==> src/rtl/mac_pkg.sv <==
// mac_pkg: shared widths, FSM state encodings and the saturating adder used by
// the mac_pe accumulator.
//   ST_IDLE / ST_RUN : vector-sequencer states
//   sat_add()        : w-bit add with signed/unsigned overflow detect and optional clamp
package mac_pkg;

  localparam int unsigned DATA_WIDTH_DEF = 8;
  localparam int unsigned ACC_WIDTH_DEF  = 24;
  localparam int unsigned MAX_LEN_DEF    = 8;

  // Working width of sat_add; accumulator widths must stay below this.
  localparam int unsigned SAT_W = 64;

  localparam logic [0:0] ST_IDLE = 1'b0;
  localparam logic [0:0] ST_RUN  = 1'b1;

  typedef struct packed {
    logic [SAT_W-1:0] sum;
    logic             ovf;
  } sat_res_t;

  // Adds two w-bit values held zero-extended in SAT_W bits. The sum comes back
  // masked to w bits; on overflow with saturate set it is clamped instead.
  function automatic sat_res_t sat_add(input logic [SAT_W-1:0] a,
                                       input logic [SAT_W-1:0] b,
                                       input logic             is_signed,
                                       input logic             saturate,
                                       input int unsigned      w);
    logic [SAT_W-1:0] full;
    logic [SAT_W-1:0] mask;
    logic [SAT_W-1:0] sbit;
    logic             a_msb;
    logic             b_msb;
    logic             s_msb;
    logic             carry;
    sat_res_t         r;
    mask  = (SAT_W'(1) << w) - SAT_W'(1);
    sbit  = SAT_W'(1) << (w - 1);
    full  = a + b;
    a_msb = |(a & sbit);
    b_msb = |(b & sbit);
    s_msb = |(full & sbit);
    carry = |(full & (sbit << 1));
    r.ovf = is_signed ? ((a_msb == b_msb) && (s_msb != a_msb)) : carry;
    r.sum = full & mask;
    if (r.ovf && saturate) begin
      if (is_signed) r.sum = a_msb ? sbit : (sbit - SAT_W'(1));
      else           r.sum = mask;
    end
    return r;
  endfunction

endpackage

==> src/rtl/mac_mult_stage.sv <==
// mac_mult_stage: registered multiply stage of the MAC PE.
//   valid_i/first_i/last_i/signed_i : element tags from the sequencer
//   a_i, b_i                        : operands
//   p_*_o                           : registered tags and product, product
//                                     sign/zero-extended to ACC_WIDTH
module mac_mult_stage #(
  parameter int unsigned DATA_WIDTH = 8,
  parameter int unsigned ACC_WIDTH  = 24
) (
  input  logic                  clk,
  input  logic                  rst_n,
  input  logic                  valid_i,
  input  logic                  first_i,
  input  logic                  last_i,
  input  logic                  signed_i,
  input  logic [DATA_WIDTH-1:0] a_i,
  input  logic [DATA_WIDTH-1:0] b_i,
  output logic                  p_valid_o,
  output logic                  p_first_o,
  output logic                  p_last_o,
  output logic                  p_signed_o,
  output logic [ACC_WIDTH-1:0]  p_data_o
);

  localparam int unsigned PW = 2 * DATA_WIDTH;

  logic signed [PW-1:0]    prod_s;
  logic        [PW-1:0]    prod_u;
  logic        [ACC_WIDTH-1:0] ext_s;
  logic        [ACC_WIDTH-1:0] ext_u;
  logic        [ACC_WIDTH-1:0] p_data_d;

  logic                 p_valid_q, p_first_q, p_last_q, p_signed_q;
  logic [ACC_WIDTH-1:0] p_data_q;

  // Both products are formed; the sign mode of the element picks one.
  always_comb begin
    prod_s   = PW'($signed(a_i)) * PW'($signed(b_i));
    prod_u   = PW'(a_i) * PW'(b_i);
    ext_s    = ACC_WIDTH'(prod_s);
    ext_u    = ACC_WIDTH'(prod_u);
    p_data_d = signed_i ? ext_s : ext_u;
  end

  always_ff @(posedge clk or negedge rst_n) begin
    if (!rst_n) begin
      p_valid_q  <= 1'b0;
      p_first_q  <= 1'b0;
      p_last_q   <= 1'b0;
      p_signed_q <= 1'b0;
      p_data_q   <= '0;
    end else begin
      p_valid_q  <= valid_i;
      p_first_q  <= first_i;
      p_last_q   <= last_i;
      p_signed_q <= signed_i;
      p_data_q   <= p_data_d;
    end
  end

  assign p_valid_o  = p_valid_q;
  assign p_first_o  = p_first_q;
  assign p_last_o   = p_last_q;
  assign p_signed_o = p_signed_q;
  assign p_data_o   = p_data_q;

endmodule

==> src/rtl/mac_pe.sv <==
// mac_pe: pipelined multiply-accumulate processing element for the systolic
// array. Counts elements into vectors, accumulates with optional saturation,
// and emits one result pulse per vector.
//   clr                     : synchronous clear of all accumulation state
//   in_valid, a_in, b_in    : input element
//   vec_len, signed_mode    : vector config, sampled on a vector's first element
//   a_out, b_out, valid_out : one-cycle forwarding to the neighbouring PE
//   acc_out, result_valid   : last vector sum and its one-cycle update pulse
//   result_ovf, ovf_sticky  : per-result and since-clear overflow flags
//   busy                    : vector in progress or element in the pipeline
module mac_pe
  import mac_pkg::*;
#(
  parameter  int unsigned DATA_WIDTH = DATA_WIDTH_DEF,
  parameter  int unsigned ACC_WIDTH  = ACC_WIDTH_DEF,
  parameter  int unsigned MAX_LEN    = MAX_LEN_DEF,
  parameter  int unsigned SATURATE   = 1,
  localparam int unsigned LEN_W      = $clog2(MAX_LEN + 1)
) (
  input  logic                  clk,
  input  logic                  rst_n,
  input  logic                  clr,
  input  logic                  in_valid,
  input  logic [DATA_WIDTH-1:0] a_in,
  input  logic [DATA_WIDTH-1:0] b_in,
  input  logic [LEN_W-1:0]      vec_len,
  input  logic                  signed_mode,
  output logic [DATA_WIDTH-1:0] a_out,
  output logic [DATA_WIDTH-1:0] b_out,
  output logic                  valid_out,
  output logic [ACC_WIDTH-1:0]  acc_out,
  output logic                  result_valid,
  output logic                  result_ovf,
  output logic                  ovf_sticky,
  output logic                  busy
);

  localparam logic SAT_EN = (SATURATE != 0);

  // Sequencer state
  logic [0:0]       state_q, state_d;
  logic [LEN_W-1:0] len_q, len_d;
  logic [LEN_W-1:0] count_q, count_d;
  logic             sign_q, sign_d;
  logic [LEN_W-1:0] len_eff;
  logic             first_c, last_c, elem_sign_c, accept_c;

  // Pass-through
  logic [DATA_WIDTH-1:0] a_q, b_q;
  logic                  valid_q;

  // Stage 1 outputs
  logic                 p_valid, p_first, p_last, p_signed;
  logic [ACC_WIDTH-1:0] p_data;

  // Stage 2 state
  logic [ACC_WIDTH-1:0] acc_q, acc_d;
  logic [ACC_WIDTH-1:0] acc_out_q, acc_out_d;
  logic                 vec_ovf_q, vec_ovf_d;
  logic                 sticky_q, sticky_d;
  logic                 res_ovf_q, res_ovf_d;
  logic                 res_valid_q, res_valid_d;
  logic                 busy_q, busy_d;

  logic [ACC_WIDTH-1:0] acc_base_c, sum_c;
  logic                 hold_c, ovf_c;
  sat_res_t             sr;
  logic                 unused_sum_hi;

  // Effective length: 0 means 1, anything above MAX_LEN is clamped.
  always_comb begin
    len_eff = vec_len;
    if (vec_len == '0)                     len_eff = LEN_W'(1);
    else if (vec_len > LEN_W'(MAX_LEN))    len_eff = LEN_W'(MAX_LEN);
  end

  assign accept_c = in_valid & ~clr;

  // Vector sequencer: tags first/last elements and latches per-vector config.
  always_comb begin
    state_d     = state_q;
    len_d       = len_q;
    count_d     = count_q;
    sign_d      = sign_q;
    first_c     = 1'b0;
    last_c      = 1'b0;
    elem_sign_c = sign_q;
    if (clr) begin
      state_d = ST_IDLE;
      count_d = '0;
    end else if (in_valid) begin
      if (state_q == ST_IDLE) begin
        first_c     = 1'b1;
        len_d       = len_eff;
        sign_d      = signed_mode;
        elem_sign_c = signed_mode;
        count_d     = LEN_W'(1);
        if (len_eff == LEN_W'(1)) last_c  = 1'b1;
        else                      state_d = ST_RUN;
      end else begin
        if (count_q + LEN_W'(1) == len_q) begin
          last_c  = 1'b1;
          count_d = '0;
          state_d = ST_IDLE;
        end else begin
          count_d = count_q + LEN_W'(1);
        end
      end
    end
  end

  always_ff @(posedge clk or negedge rst_n) begin
    if (!rst_n) begin
      state_q <= ST_IDLE;
      len_q   <= '0;
      count_q <= '0;
      sign_q  <= 1'b0;
    end else begin
      state_q <= state_d;
      len_q   <= len_d;
      count_q <= count_d;
      sign_q  <= sign_d;
    end
  end

  // Forwarding registers ignore clr and state.
  always_ff @(posedge clk or negedge rst_n) begin
    if (!rst_n) begin
      a_q     <= '0;
      b_q     <= '0;
      valid_q <= 1'b0;
    end else begin
      a_q     <= a_in;
      b_q     <= b_in;
      valid_q <= in_valid;
    end
  end

  mac_mult_stage #(
    .DATA_WIDTH (DATA_WIDTH),
    .ACC_WIDTH  (ACC_WIDTH)
  ) u_mult (
    .clk        (clk),
    .rst_n      (rst_n),
    .valid_i    (accept_c),
    .first_i    (first_c),
    .last_i     (last_c),
    .signed_i   (elem_sign_c),
    .a_i        (a_in),
    .b_i        (b_in),
    .p_valid_o  (p_valid),
    .p_first_o  (p_first),
    .p_last_o   (p_last),
    .p_signed_o (p_signed),
    .p_data_o   (p_data)
  );

  // Accumulate stage. Once a saturating vector has overflowed, the clamped
  // value is held for the rest of that vector.
  always_comb begin
    acc_base_c    = p_first ? '0 : acc_q;
    sr            = sat_add(SAT_W'(acc_base_c), SAT_W'(p_data), p_signed, SAT_EN, ACC_WIDTH);
    unused_sum_hi = ^sr.sum[SAT_W-1:ACC_WIDTH];
    hold_c        = SAT_EN && vec_ovf_q && !p_first;
    sum_c         = hold_c ? acc_q : sr.sum[ACC_WIDTH-1:0];
    ovf_c         = !hold_c && sr.ovf;

    acc_d       = acc_q;
    vec_ovf_d   = vec_ovf_q;
    sticky_d    = sticky_q;
    acc_out_d   = acc_out_q;
    res_ovf_d   = res_ovf_q;
    res_valid_d = 1'b0;
    if (clr) begin
      acc_d     = '0;
      vec_ovf_d = 1'b0;
      sticky_d  = 1'b0;
      acc_out_d = '0;
      res_ovf_d = 1'b0;
    end else if (p_valid) begin
      acc_d     = sum_c;
      vec_ovf_d = (vec_ovf_q & ~p_first) | ovf_c;
      sticky_d  = sticky_q | ovf_c;
      if (p_last) begin
        acc_out_d   = sum_c;
        res_ovf_d   = vec_ovf_d;
        res_valid_d = 1'b1;
      end
    end
    busy_d = (state_d == ST_RUN) | accept_c;
  end

  always_ff @(posedge clk or negedge rst_n) begin
    if (!rst_n) begin
      acc_q       <= '0;
      vec_ovf_q   <= 1'b0;
      sticky_q    <= 1'b0;
      acc_out_q   <= '0;
      res_ovf_q   <= 1'b0;
      res_valid_q <= 1'b0;
      busy_q      <= 1'b0;
    end else begin
      acc_q       <= acc_d;
      vec_ovf_q   <= vec_ovf_d;
      sticky_q    <= sticky_d;
      acc_out_q   <= acc_out_d;
      res_ovf_q   <= res_ovf_d;
      res_valid_q <= res_valid_d;
      busy_q      <= busy_d;
    end
  end

  assign a_out        = a_q;
  assign b_out        = b_q;
  assign valid_out    = valid_q;
  assign acc_out      = acc_out_q;
  assign result_valid = res_valid_q;
  assign result_ovf   = res_ovf_q;
  assign ovf_sticky   = sticky_q;
  assign busy         = busy_q;

endmodule

==> config.mk <==
export PLATFORM = sky130hd
export DESIGN_NAME = mac_pe
export DESIGN_NICKNAME = d
export VERILOG_FILES = /design/src/rtl/mac_pkg.sv /design/src/rtl/mac_mult_stage.sv /design/src/rtl/mac_pe.sv
export SDC_FILE = /design/constraint.sdc
export NUM_CORES = 1
export LEC_CHECK = 0
export ABC_AREA = 0
export ABC_CLOCK_PERIOD_IN_PS = 3330
export BUFFER_PORTS_ARGS = -buffer_cell sky130_fd_sc_hd__buf_4
export CORE_MARGIN = 3
export CORE_UTILIZATION = 60
export CTS_CLUSTER_SIZE = 25
export DETAILED_ROUTE_END_ITERATION = 6
export PLACE_DENSITY = 0.85
export SLEW_MARGIN = 40
export SYNTH_ARGS = -nofsm -noshare
export SYNTH_HDL_FRONTEND = slang
export SYNTH_SLANG_ARGS = --single-unit
==> constraint.sdc <==
create_clock -name clk -period 3.33 [get_ports clk]
set_input_delay 0.666 -clock clk [delete_from_list [all_inputs] [get_ports clk]]
set_output_delay 0.666 -clock clk [all_outputs]
set_load 0.005 [all_outputs]
# After elaboration in Yosys (flattened, before gate mapping)
# Cells that the tools add are included.
[totals]
ff_bits = 107
input_bits = 25
output_inout_bits = 45
wordCells = 90
[classes]
addsub = 2
n_mul = 2
magnitude_cmp = 1
n_eq_ne = 4
mux = 44
bitwise_logic = 8
reduce_logical = 11
[ops]
columns = ["cell", "count"]
rows = [
  ["$mux W24", 11],
  ["$mul A8 B8 Y16", 2],
  ["$mux W1", 27],
  ["$add A24 B24 Y25", 1],
  ["$mux W4", 6],
  ["$reduce_bool A2 Y1", 3],
  ["$add A4 B1 Y4 const B", 1],
  ["$eq A4 B1 Y1 const B", 1],
  ["$eq A4 B4 Y1", 1],
  ["$gt A4 B4 Y1 const B", 1],
  ["$logic_not A4 Y1", 1],
  ["$logic_and A1 B1 Y1", 3],
  ["$not A1 Y1", 3],
  ["$or A1 B1 Y1", 3],
  ["$reduce_and A3 Y1", 1],
  ["$and A1 B1 Y1", 2],
  ["$logic_not A1 Y1", 2],
  ["$reduce_and A2 Y1", 1],
  ["$eq A1 B1 Y1", 1],
  ["$ne A1 B1 Y1", 1],
]

# Depth between registers and ports, before layout
# Gate-level depths: netlist (run 1).
[logic_depth]
word_depth = 10
mapped_depth = 22
mapped_depth_nobuf = 21

# Cells and area by module
# A second synthesis (run 1) with hierarchy kept.
[hier_totals]
cells_unflattened = 1056
hier_area_um2 = 9819.4
[by_module_without_submodules]
columns = ["mod", "instances", "cells_per_inst", "area_per_inst_um2", "seq_area_each_um2"]
rows = [
  ["mac_pe", 1, 526, 4986.0, 2001.9],
  ["mac_mult_stage", 1, 530, 4833.4, 525.5],
]

# Least setup slack after synthesis (run 1)
# OpenSTA, ideal clock, no wires.
[synth_timing]
kind = "input to register"
start = "in b_in[7]"
end = "reg u_mult.p_data_q[15] (netlist: u_mult.p_data_o[15])"
setup_time_ns = 0.121
t_arrival_ns = 4.846
required_time_ns = 3.209
setup_slack_ns = -1.637
cell_stages = 17
n_path_buf = 1
path_cell_list = "clkbuf_1 -> clkinv_1 -> fa_1 -> fa_1 -> inv_1 -> fa_1 -> inv_1 -> fa_1 -> inv_1 -> ha_1 -> inv_1 -> o21bai_1 -> a31oi_1 -> o21ai_0 -> o41ai_1 -> nand3_1 -> and4b_1"
[synth_via]
elab_chain_cells = 2
word_cells_on_any_way = 3
cone_classes = "2 x mul; 1 x mux"
[synth_rtl]
columns = ["item", "line_no", "rtl"]
rows = [
  ["start: declaration", "mac_pe.sv:25", "input logic [DATA_WIDTH-1:0] b_in,"],
  ["$mul A8 B8 Y16 (on tied branches)", "mac_mult_stage.sv:39, mac_mult_stage.sv:38", ""],
  ["$mux W24 (*)", "mac_mult_stage.sv:42", "p_data_d = signed_i ? ext_s : ext_u;"],
  ["named net u_mult.p_data_d[15]", "mac_mult_stage.sv:31", "logic [ACC_WIDTH-1:0] p_data_d;"],
  ["end signal: assignment", "mac_mult_stage.sv:57", "p_data_q <= p_data_d;"],
  ["end: declaration", "mac_mult_stage.sv:34", "logic [ACC_WIDTH-1:0] p_data_q;"],
]
# Mark *: on every way through the listed nets, which the timed path passes. The rest lies on a longest branch.
# A chain may end at the register's enable or synchronous reset.

# Worst setup path in the final report (run 1)
[layout_timing]
start = "in a_in[2]"
end = "reg u_mult.p_data_q[22] (netlist: u_mult.p_data_o[22])"
[layout_via]
elab_chain_cells = 2
[layout_rtl]
columns = ["item", "line_no", "rtl"]
rows = [
  ["start: declaration", "mac_pe.sv:24", "input logic [DATA_WIDTH-1:0] a_in,"],
  ["$mul A8 B8 Y16", "mac_mult_stage.sv:38", "prod_s = PW'($signed(a_i)) * PW'($signed(b_i));"],
  ["$mux W24", "mac_mult_stage.sv:42", ""],
]
# Every way passes these cells.

==> results of run 1 <==
## layer usage
layer | share of wire (%) | vias to the layer above
li1 | - | 3895
met1 | 39 | 4177
met2 | 51 | 439
met3 | 5.4 | 111
met4 | 4.9 | 0
met5 | 0 | -
## placed cells by master, fill, tap and decap left out, types with 22 or more instances in the layout
cell / n
buf_4: 187
inv_1: 140
dfrtp_1: 99
nand2_1: 85
fa_1: 78
nor2_1: 75
ha_1: 56
and2_1: 39
o21ai_0: 38
a21oi_1: 38
xnor2_1: 34
nor2b_1: 28
buf_6: 26
inv_2: 24
ha_4: 22
## logic make-up after synthesis
group	Yosys count	share of synthesized area, %
buf+inv	202	8.20
xor+xnor	49	4.53
mux	4	0.436
fa+ha+maj	169	29.1
compound gates	210	14.5
simple gates	331	16.9
flops	100	26.4
## worst max-delay path: stages
cell	delay (ps)
buf_4	140
and2_1	180
fa_1	480
inv_1	50
fa_1	510
inv_1	70
fa_1	500
inv_1	50
fa_1	550
inv_2	70
ha_4	160
a21o_1	210
a31oi_4	250
o21ai_4	110
o41ai_4	280
buf_4	190
xnor2_2	110
nor2_1	70
## stage by stage
stage / TNS (ps) / hold slack (ps) / setup WS, ps / utilization [%] / power (mW)
floorplan: -8140 / 370 / -1130 / - / 5.88
detailed placement: -13520 / 469 / -1520 / 74.2 / 7.83
finish: -9140 / 359 / -1090 / 82.5 / 10.6
global placement: -12170 / 463 / -1360 / 74.2 / 7.54
global route: -11860 / 390 / -1210 / 82.5 / 11.2
CTS: -7180 / 378 / -941 / 78.4 / 9.38
## power groups by stage
stage / clock network (mW) / registers, mW / logic, mW
after floorplan: 0 / 1.72 / 4.16
after global placement: 0 / 1.76 / 5.78
after detailed placement: 0 / 1.78 / 6.06
after CTS: 1.10 / 1.76 / 6.52
after global routing: 1.15 / 1.83 / 8.25
final: 1.11 / 1.79 / 7.73
## cell type report
type / instances / share of cell area (%)
Multi-Input combinational cell: 763 / 55.4
Sequential cell: 100 / 19.8
Timing Repair Buffer: 225 / 15.2
Inverter: 167 / 5.10
Tap cell: 211 / 2.09
Clock buffer: 10 / 1.89
Clock inverter: 6 / 0.555
## sequential cells by signal (all words and copies together), names as in the netlist
name / cells
u_mult.p_signed_o: 1
valid_out: 1
len_q: 4
u_mult.p_first_o: 1
a_out: 8
u_mult.p_last_o: 1
busy: 1
result_ovf: 1
u_mult.p_valid_o: 1
u_mult.p_data_o: 17
acc_q: 24
state_q: 1
count_q: 4
acc_out: 24
b_out: 8
vec_ovf_q: 1
ovf_sticky: 1
result_valid: 1
## worst paths after layout
kind | from | endpoint | slack [ps] | cells past startpoint
min in group clk | in_valid | valid_out | 450 | 1
max | a_in[2] | u_mult.p_data_o[22] | -1090 | 18
max reg2reg | acc_q[0] | acc_q[17] | 20 | 14
min | rst_n | result_valid | 360 | 2
min reg2reg | acc_out[15] | acc_out[15] | 480 | 2
max in group asynchronous | rst_n | u_mult.p_first_o | 2550 | 2
## what timing repair did
action	CTS	global route
gates resized for setup	75	104
pin swaps	46	31
endpoints found under the setup margin	14	61
setup buffers	5	19
gates cloned	0	2
hold endpoints to repair	0	0
==> impl_results.md, run 1 <==
- Status: finished with violations
- Failing checks: negative setup slack
- Mapped Nets: roughly 1300
- Register area share after synthesis: roughly a quarter
- Routed len/inst: about 19 µm
- # setup viols final: 12
- Slew HR: between 50% and 60%
- Top post-synthesis cells by area: dfrtp_1, fa_1, ha_1
- FFs w/ async S/R, synth: 100%
- Clock latency on the worst-skew pair: roughly 370 ps
- GRT busiest layer: met2
- Clock sinks: 100
- Worst setup margin: -1090 ps
- CTS tree: done
- Area of the multi-input gates: roughly 7000 µm²
- Setup Crit Path Kind: input port to register
- CP required: approximately 3600 ps
- P&R area growth vs syn: 33.3%
- Peak Freq: around 230 MHz
- First-pass detailed-route iteration total: 7
- Remaining DRCs: 0
- TritonCTS buffer count: 9
- Die ar.: between 15000 and 20000 µm²
- Initial Util: between 60% and 70%
- RSZ-0062 raised after global routing: yes
- Power Dens Cells: 842 nW/µm²
- Setup crit start kind: input port
- Top-area cell type share of the netlist area: between 20% and 30%
- Top FF cell, synth: dfrtp_1
- GR Util met2: around half
- # placed instances: 1442
- Nets: ~1500
- Total Wirelength: 27500 µm
- Routed vias: roughly 8600
- DP Wirelength: 18400 µm
- Cell Int Power: between 5 and 6 mW
- Hold_buf cts: 0
- Worst-path fanout max: 7
- Slew of the pin with the lowest slew margin: slightly below 700 ps
- Reg clk slew, reported paths: around 70 ps
- Combinational power share: ~73%
- Worst min-delay path class: input port to asynchronous set/reset pin
- Worst vdd rail ir drop: between 0.0004 and 0.0005 V
- Synth cell count leaders: inv_1, dfrtp_1, nand2_1
- Met3 Use GR: approximately 3.4%
- Final Max Slew Viols: 0
- Post-synth top area cell: dfrtp_1
- GPL Wtd Cong: ~0.89
- GRT met1 Usage: 34.6%
- Netlist cell types: between 60 and 70
- Maxcap violations: 0
- Final Cycle Share: 133%
- Vias per inst: roughly 5.8
- Cell Count, Final, Fillers Out: 1482
- Post-synth EDFFs: 0
- Total number of yosys warnings: 0
- Final Critical Period: 4420 ps
- Global-route wire length before repair: approximately 40000 µm
- DIE HEIGHT: ~130 µm
- # port buffers: 69
- Pleak: around 6 nW
- Seq. cell area: between 2000 and 3000 µm²
- Most frequent cell after synthesis: inv_1
- Pin count of the biggest net entering global routing: ~100
- Final hold viol count: 0
- CORE AREA: 15300 µm²
- Share of layout cells above drive strength 1: 31.5%
- Congestion Overflow GR: 0
- Worst setup EP type: register
- Fill cells: 832
- Starting DRC count in detailed routing: roughly 640
- Antenna-violating nets left: 0
- Gr usage total: 28.3%
- Sequential Power Share: between 10% and 20%
- P_sw: just under 5 mW
- Post-Syn Area: ~9500 µm²
- Die width: approximately 130 µm
- Flops & latches, synth: 100
- Initial antenna violation count: 0
- Syn_area_per_cell: 8.90 µm²
- Num rows: 45
- Clock network power share: 10.4%
- Ant. Diodes: 0
- Post-DP Area: between 10000 and 15000 µm²
- Critical path arrival: between 4000 and 5000 ps
- Clock Skews: 17.5 ps
- Vias in the first global route: between 8000 and 9000
- Ports: 70
- CTS root buf: clkbuf_16
- Bufs on Longest Clock Path: 2
- Sw Ratio: 45.9%
- H-tree Lvls: 3
- Final non-filler cell area: between 10000 and 15000 µm²
- Post-Syn Instances: 1065
Note: power is estimated with default switching activity, not from simulation.
==> run 2: changes to the inputs <==
--- a/config.mk
+++ b/config.mk
@@ -16,4 +16,5 @@
 export SLEW_MARGIN = 40
 export SYNTH_ARGS = -nofsm -noshare
 export SYNTH_HDL_FRONTEND = slang
+export SYNTH_HIERARCHICAL = 1
 export SYNTH_SLANG_ARGS = --single-unit
==> run 2 against run 1 <==
  * The run still ends with negative setup slack left
  * Clock skew is 6.4 ps lower
  * Area after synthesis is 3.6% higher
  * Power is 12% lower
  * Synthesized cell count is 0.85% lower
  * Global-route usage is 6.8 points higher
  * Hold slack worse by 140 ps
  * Sequential share of layout area is 0.22 points higher
  * Largest cell class unchanged
  * Largest power group unchanged
==> impl_results.md, run 2 <==
- Clock Skews: ~11 ps
- CTS tree: done
- DP Wirelength: roughly 20000 µm
- Netlist cell types: around 80
- Cell Count, Final, Fillers Out: approximately 1500
- Setup crit start kind: input port
- Ports: 70
- Global-route wire length before repair: slightly below 50000 µm
- Starting DRC count in detailed routing: 970
- CP required: 3570 ps
- Post-synth top area cell: dfrtp_1
- Worst setup EP type: register
- Routed len/inst: roughly 23 µm
- Core Util, Final: between 70% and 80%
- Vias in the first global route: 9490
- Pleak: 6.18 nW
- Peak Freq: 212 MHz
- Fill cells: a little over 900
- Worst-path fanout max: 6
- CTS root buf: clkbuf_16
- Register area share after synthesis: 25.7%
- # port buffers: 69
- Gr usage total: between 30% and 40%
- Final Cycle Share: 142%
- Congestion Overflow GR: 0
- Total Wirelength: ~33000 µm
- Top-area cell type share of the netlist area: 25.7%
- Pin count of the biggest net entering global routing: 83
- Reg clk slew, reported paths: ~80 ps
- Remaining DRCs: 0
- Num rows: 46
- Top post-synthesis cells by area: dfrtp_1, fa_1, ha_1
- Worst setup margin: -1400 ps
- GPL Wtd Cong: ~0.92
- Syn_area_per_cell: a little over 9 µm²
- Failing checks: negative setup slack
- Share of layout cells above drive strength 1: between 30% and 40%
- TritonCTS buffer count: 9
- Most frequent cell after synthesis: inv_1
- Pwr Total: ~9.4 mW
- Final Max Slew Viols: 0
- Worst slack at placement: -1550 ps
- Routed vias: 9226
- Post-Syn Area: roughly 10000 µm²
- Slew HR: approximately 48%
- Initial antenna violation count: 0
- Bufs on Longest Clock Path: 2
- Commonest non-fill, non-tap cells in the layout: buf_4, inv_1, dfrtp_1
- Final hold viol count: 0
- Clock latency on the worst-skew pair: 360 ps
- Setup Crit Path Kind: input port to register
- Post-route setup TNS: -10450 ps
- Power Dens Cells: between 700 and 800 nW/µm²
- Die ar.: approximately 18000 µm²
- Die width: around 130 µm
- Flops & latches, synth: a little over 100
- Worst min-delay path class: input port to asynchronous set/reset pin
- Maxcap violations: 0
- P&R area growth vs syn: 28.5%
- First-pass detailed-route iteration total: 5
- Top FF cell, synth: dfrtp_1
- Slew of the pin with the lowest slew margin: 775 ps
- Worst vdd rail ir drop: about 0.00053 V
- H-tree Lvls: 3
- Clock sinks: between 100 and 150
- Commonest non-fill, non-tap cell in the layout: buf_4
- # placed instances: approximately 1400
- Mapped Nets: ~1300
- Initial Util: 61.6%
- # setup viols final: 12
- Total number of yosys warnings: 6
- Vias per inst: about 6.3
- Nets: approximately 1400
- Synth cell count leaders: inv_1, nand2_1, dfrtp_1
- Post-synth EDFFs: 0
- CORE AREA: 15900 µm²
- Antenna-violating nets left: 0
- Ant. Diodes: 0
- Post-Syn Instances: 1056
- RSZ-0062 raised after global routing: yes
- FFs w/ async S/R, synth: 100%
- Final Critical Period: 4730 ps
- Critical path arrival: about 5000 ps
- Status: finished with violations
- DIE HEIGHT: 134 µm
run 2: cell types whose count changed after synthesis, sizes merged, moves of 6 or more:
cell    change
o31ai       -7
nor4b       +6
a32oi       +8
a31oi       +6
nor2b       -6
nor4        +9
a211oi     -12
nor2       -44
a21oi       -6
nand2       +9
buf        +11
and2        -8
run 2: area by class of cell:
cell class	instances	area, µm²	area share, %
well taps	216	270	2.14
repair buffers	212	1790	14.2
clock inverters	6	52.6	0.417
multi-input cells	749	7130	56.5
inverters	162	621	4.92
flip-flops and latches	101	2530	20.0
clock buffers	10	229	1.81
run 2: per-layer routing:
| metal | vias to the layer above | GRT usage [%] | routed length [µm] |
|---|---|---|---|
| li1 | 3902 | - | - |
| met1 | 4437 | 41.8 | 11700 |
| met2 | 654 | 58.7 | 15600 |
| met3 | 233 | 6.79 | 2960 |
| met4 | 0 | 22.3 | 2760 |
| met5 | - | 0 | 0 |
run 2: stage by stage:
stage | area, µm² | hold WS (ps)
after floorplan | 10100 | 370
after global placement | 11600 | 464
after detailed placement | 11600 | 472
after CTS | 12400 | 208
after global routing | 12600 | 230
final | 12600 | 220
run 2: logic make-up (layout without fill, tap and decap cells):
group,count (synthesis),count (layout),share of synthesized area [%]
AOI/OAI and AO/OA,224,224,16.0
xor gates and xnor gates,53,53,4.88
DFF,101,101,25.7
adders and majority gates,169,169,28.1
muxes,5,5,0.548
and+or+nand+nor,298,298,16.2
buffers and inverters,206,390,8.59
run 2: what timing repair did:
action                     4_1_cts  5_1_grt
pin swaps                       83       33
setup endpoints to repair       12       13
hold buffers                     0        0
gates resized for setup        123       38
buffers inserted                13        5
run 2: worst max-delay path: stages:
cell and delay (ps):
buf_12 100, and2_4 190, inv_2 60, fa_1 480, fa_1 570, inv_2 80, fa_1 570, inv_2 60
fa_1 550, inv_2 60, ha_4 270, o211ai_1 110, a21oi_2 220, o2111ai_2 290, a31oi_1 290, xnor2_1 110
mux2_4 290
run 2: report_power, final:
part | internal, mW | switching (mW) | total [mW]
Clock | 0.521 | 0.542 | 1.06
Combinational | 3.08 | 3.75 | 6.83
Sequential | 1.40 | 0.110 | 1.51
run 2: final timing paths:
path	from	to	slack (ps)	cells past startpoint
setup / recovery	a_in[2]	u_mult/p_data_o[15]	-1400	17
hold / removal	rst_n	a_out[4]	220	1
setup reg to reg	u_mult/p_first_o	acc_out[23]	130	11
hold reg to reg	acc_out[21]	acc_out[21]	480	2
max in group asynchronous	rst_n	u_mult/p_signed_o	2360	2
min in group clk	b_in[4]	b_out[4]	440	1
